`config.mk`:
```
export PLATFORM = sky130hd
export DESIGN_NAME = hc595_chain_drv
export DESIGN_NICKNAME = d
export VERILOG_FILES = /design/src/rtl/hc595_chain_drv.sv
export SDC_FILE = /design/constraint.sdc
export NUM_CORES = 1
export LEC_CHECK = 0
export ABC_AREA = 0
export BUFFER_PORTS_ARGS = -buffer_cell sky130_fd_sc_hd__buf_2
export CORE_MARGIN = 8
export CORE_UTILIZATION = 50
export CTS_CLUSTER_SIZE = 14
export DETAILED_ROUTE_END_ITERATION = 16
export PLACE_DENSITY = 0.8
export SLEW_MARGIN = 20
export SYNTH_ARGS = -nofsm -noshare
export SYNTH_HDL_FRONTEND = slang
export SYNTH_SLANG_ARGS = --single-unit
```
`constraint.sdc`:
```
create_clock -name clk -period 2.4 [get_ports clk]
set_clock_uncertainty 0.1 [all_clocks]
set_input_delay 0.48 -clock clk [delete_from_list [all_inputs] [get_ports clk]]
set_output_delay 0.48 -clock clk [all_outputs]
set_load 0.005 [all_outputs]
```
`src/rtl/hc595_chain_drv.sv`:
```
// ---------------------------------------------------------------------------
// hc595_chain_drv
//
// Serial driver for a daisy chain of 74HC595 shift registers feeding the
// digital-tube display. A chain word is accepted through a valid/ready
// handshake, shifted out on ds/shcp at a programmable bit rate and bit order,
// and then latched into the 595 storage registers with an stcp pulse. The 595
// output enable stays inactive until the first complete frame has latched.
//
// Parameters
//   DATA_W     total chain bits (8 per 595), 1..64
//   CLK_DIV    clk cycles per shcp half-period, >= 1
//   LATCH_W    clk cycles stcp is held high, >= 1
//   MSB_FIRST  1: load_data[DATA_W-1] shifted first, 0: load_data[0] first
//
// Ports
//   clk         system clock
//   rst         asynchronous reset, active-low
//   load_valid  load_data is valid
//   load_data   chain word, sampled only on the accept cycle
//   load_ready  word can be accepted (high exactly in IDLE)
//   oe_en       display enable request
//   busy        inverse of load_ready
//   done        one-cycle pulse on the first IDLE cycle after the latch
//   ds          595 serial data
//   shcp        595 shift clock
//   stcp        595 storage (latch) clock
//   oe_n        595 output enable, active-low, registered
// ---------------------------------------------------------------------------
module hc595_chain_drv #(
   parameter int DATA_W    = 16,
   parameter int CLK_DIV   = 4,
   parameter int LATCH_W   = 2,
   parameter bit MSB_FIRST = 1'b1
) (
   input  logic              clk,
   input  logic              rst,
   input  logic              load_valid,
   input  logic [DATA_W-1:0] load_data,
   output logic              load_ready,
   input  logic              oe_en,
   output logic              busy,
   output logic              done,
   output logic              ds,
   output logic              shcp,
   output logic              stcp,
   output logic              oe_n
);

   localparam int BIT_W = $clog2(DATA_W + 1);
   localparam int DIV_W = $clog2(CLK_DIV + 1);
   localparam int LAT_W = $clog2(LATCH_W + 1);

   localparam logic [BIT_W-1:0] LAST_BIT = BIT_W'(DATA_W - 1);
   localparam logic [DIV_W-1:0] LAST_DIV = DIV_W'(CLK_DIV - 1);
   localparam logic [LAT_W-1:0] LAST_LAT = LAT_W'(LATCH_W - 1);

   typedef enum logic [1:0] {
      IDLE,
      SHIFT,
      LATCH
   } state_t;

   state_t            state;
   logic [DATA_W-1:0] sreg;
   logic [DATA_W-1:0] sreg_next;
   logic [BIT_W-1:0]  bit_cnt;
   logic [DIV_W-1:0]  div_cnt;
   logic [LAT_W-1:0]  lat_cnt;
   logic              latched_once;
   logic              first_bit;
   logic              bit_next;

   // The bit presented on ds is always the end of sreg nearest the output;
   // shifting towards that end exposes the following bit.
   always_comb begin
      sreg_next = '0;
      bit_next  = 1'b0;
      first_bit = 1'b0;
      if (MSB_FIRST) begin
         sreg_next = sreg << 1;
         bit_next  = sreg_next[DATA_W-1];
         first_bit = load_data[DATA_W-1];
      end else begin
         sreg_next = sreg >> 1;
         bit_next  = sreg_next[0];
         first_bit = load_data[0];
      end
   end

   always_comb begin
      load_ready = (state == IDLE);
      busy       = ~load_ready;
   end

   always_ff @(posedge clk or negedge rst) begin
      if (!rst) begin
         state        <= IDLE;
         sreg         <= '0;
         bit_cnt      <= '0;
         div_cnt      <= '0;
         lat_cnt      <= '0;
         latched_once <= 1'b0;
         done         <= 1'b0;
         ds           <= 1'b0;
         shcp         <= 1'b0;
         stcp         <= 1'b0;
         oe_n         <= 1'b1;
      end else begin
         done <= 1'b0;
         oe_n <= ~(oe_en & latched_once);

         case (state)
            IDLE: begin
               if (load_valid) begin
                  sreg    <= load_data;
                  bit_cnt <= '0;
                  div_cnt <= '0;
                  ds      <= first_bit;
                  shcp    <= 1'b0;
                  state   <= SHIFT;
               end
            end

            // div_cnt times each half-period; shcp itself records which half
            // of the bit period is running, so the bit advances only at the
            // end of a high phase.
            SHIFT: begin
               if (div_cnt == LAST_DIV) begin
                  div_cnt <= '0;
                  if (!shcp) begin
                     shcp <= 1'b1;
                  end else if (bit_cnt == LAST_BIT) begin
                     shcp    <= 1'b0;
                     ds      <= 1'b0;
                     stcp    <= 1'b1;
                     lat_cnt <= '0;
                     state   <= LATCH;
                  end else begin
                     shcp    <= 1'b0;
                     bit_cnt <= bit_cnt + 1'b1;
                     sreg    <= sreg_next;
                     ds      <= bit_next;
                  end
               end else begin
                  div_cnt <= div_cnt + 1'b1;
               end
            end

            LATCH: begin
               if (lat_cnt == LAST_LAT) begin
                  stcp         <= 1'b0;
                  done         <= 1'b1;
                  latched_once <= 1'b1;
                  state        <= IDLE;
               end else begin
                  lat_cnt <= lat_cnt + 1'b1;
               end
            end

            default: begin
               state <= IDLE;
               shcp  <= 1'b0;
               stcp  <= 1'b0;
               ds    <= 1'b0;
            end
         endcase
      end
   end

endmodule

```
==> reports/results.ini <==
[run_status]
status = finished clean

[timing]
hold_viol_final = 0
fmax_ghz = 0.436
relSlewSlack_pct = 53.2
setup_viol = 0
rsz0062_at_grt = no
final.period_utilization_pct = 95.5
period_minus_slack_ns = 2.29
tns_ns = 0
worst_slew_pin_slew_ns = 0.702
drv_slew = 0

[layout]
syn2layout_area_growth_pct = 14.2
layout.nets = 185
drive_above_1_share_pct = 42.6
final_common_cell = dfrtp_1
final_area_sq_mm = 0.00194
antenna_cells = 0
final_cell_mix = 32 x dfrtp_1, 26 x buf_2, 15 x mux2_4
post-route-util_pct = 58.7
nFillCells = 280
final_cells = 208

[detailed_routing]
wl_microns = 3140
drcViolationCount = 0
viasPerCell = 5.22
drt_iter0_markers = 67
routedWlPerCell_microns = 15.1
vias = 1085
final_antenna_net_count = 0
drt-pass1-iter-count = 4

[pwr]
ir_drop_v = 0.000455
p_per_area_mw_per_mm2 = 1140
power_uw = 2220
leakagePower_uw = 0.000977

[place]
io_buffers = 26
globalplace.congestion = 0.789
place_area_sq_mm = 0.00184
dp_hpwl_microns = 2300
place_inst = 200

[floorplan]
core_area_sq_mm = 0.00331
die_y_microns = 74.3
rows = 21
dieArea_sq_mm = 0.00553
ios = 27
die_width_microns = 74.3
start_util_pct = 51.4

[grt]
grt_antenna_before_repair = 0
grt_pass1_vias = 1193
met1_usage_pct = 14.4
grt_max_degree = 34
grt_pass1_wl_microns = 5330
grt_overflow = 0
grt_use_met2_pct = 20.1
met3_usage_pct = 3.23
grt_usage_pct = 12.4
busiest_layer = met2

[cts]
cts-htree-levels = 2
cts_resized = 0
root_buffer = clkbuf_4
cts_tree = built
cts_setup_buffers = 0
clk_transition_reported_paths_ns = 0.12
cts_sinks = 33
cts_buffers = 5
postCtsHoldBufs = 0
clock_latency_ns = 0.33
cts_buffer_depth = 2

[synthesis]
ys_warn_count = 0
synth-edff-count = 0
avgSynthCellArea_sq_um = 12.8
synth_ff_type = dfrtp_1
ys_types = 34
synth_seq_cells = 33
syn-cell-area_sq_mm = 0.00170
synthArstFlopShare_pct = 100
synthCells = 133
synth_nets = 157
synth-seq-area-share_pct = 48.6

[run]
max_cap_viol_count = 0

[worst_setup_path]
criticalPathCategory = reg2reg
ff2ff_path_depth = 6
critPathRequiredTime_ns = 2.52
endpoint_kind = register
critPathMaxFanout = 20
arrival_ns = 2.41
critPathLaunchType = register

[min_path]
min_path_type = in2async

-- stage by stage --
stage	setup WS [ns]	hold slack, ns
after global placement	0.207	0.282
final	0.109	0.0819
after CTS	0.105	0.0980
after floorplan	0.344	0.0844
after detailed placement	0.123	0.310
after global routing	0.00826	0.134
-- registers in the layout (all words and copies together), names as in the netlist --
name / flops
oe_n: 1
shcp: 1
ds: 1
state: 2
sreg: 15
lat_cnt: 2
div_cnt: 3
latched_once: 1
bit_cnt: 5
done: 1
stcp: 1
-- power by group --
part	switching [uW]	internal (uW)
combinational	338	499
clock	190	323
sequential	131	741
total	659	1560
-- final timing paths --
| kind | slack [ns] | to | from |
|---|---|---|---|
| max | 0.11 | sreg[3]$_DFFE_PN0P_ | bit_cnt[0]$_DFFE_PN0P_ |
| min | 0.08 | lat_cnt[0]$_DFFE_PN0P_ | rst |
| max reg2reg | 0.11 | sreg[3]$_DFFE_PN0P_ | bit_cnt[0]$_DFFE_PN0P_ |
| min reg2reg | 0.29 | oe_n$_DFF_PN1_ | latched_once$_DFFE_PN0P_ |
| max in group asynchronous | 1.66 | bit_cnt[1]$_DFFE_PN0P_ | rst |
| min in group clk | 0.15 | oe_n$_DFF_PN1_ | oe_en |
-- cell type report --
class                   instances  area, sq um  area share, %
well taps                      46         57.6           2.96
inverters                       8         30.0           1.55
flip-flops and latches         33          827           42.6
clock buffers                   5         37.5           1.93
repair buffers                 27          138           7.08
clock inverters                 3         65.1           3.35
multi-input cells              86          788           40.6
-- synth_stat cells, drive strengths merged, types with 2 or more instances --
library cell | instances | area [sq um]
o21ai | 2 | 10.0
and3b | 2 | 17.5
nor2 | 3 | 11.3
buf | 5 | 52.6
nor2b | 4 | 25.0
inv | 8 | 30.0
o22ai | 3 | 18.8
o21a | 2 | 15.0
and3 | 4 | 25.0
nand2 | 6 | 22.5
a21oi | 2 | 10.0
nand3 | 3 | 15.0
ha | 4 | 50.1
mux2 | 29 | 383
mux2i | 2 | 20.0
nand2b | 5 | 31.3
a31oi | 3 | 18.8
dfrtp | 32 | 801
-- metal layers --
layer  up-vias  share of wire [%]
met1       534                 43
li1        522                  -
met4         0                2.3
met5         -                  0
met3         7                5.0
met2        22                 50
-- worst max-delay path, cell delays in order, from the launching register on --
cell and delay [ns]:
dfrtp_1 0.40, ha_1 0.23, and3_1 0.19, ha_1 0.21
nor2b_1 0.29, o22a_4 0.43, mux2_4 0.34
-- cells by family after synthesis --
kind of cell / after synthesis / share of synthesized area, %
compound gates: 19 / 8.16
xor+xnor: 2 / 1.03
fa+ha+maj: 4 / 2.94
buf+inv: 14 / 5.07
flops: 33 / 48.6
mux: 31 / 23.7
simple gates: 30 / 10.5
(Power assumes the default switching activity.)
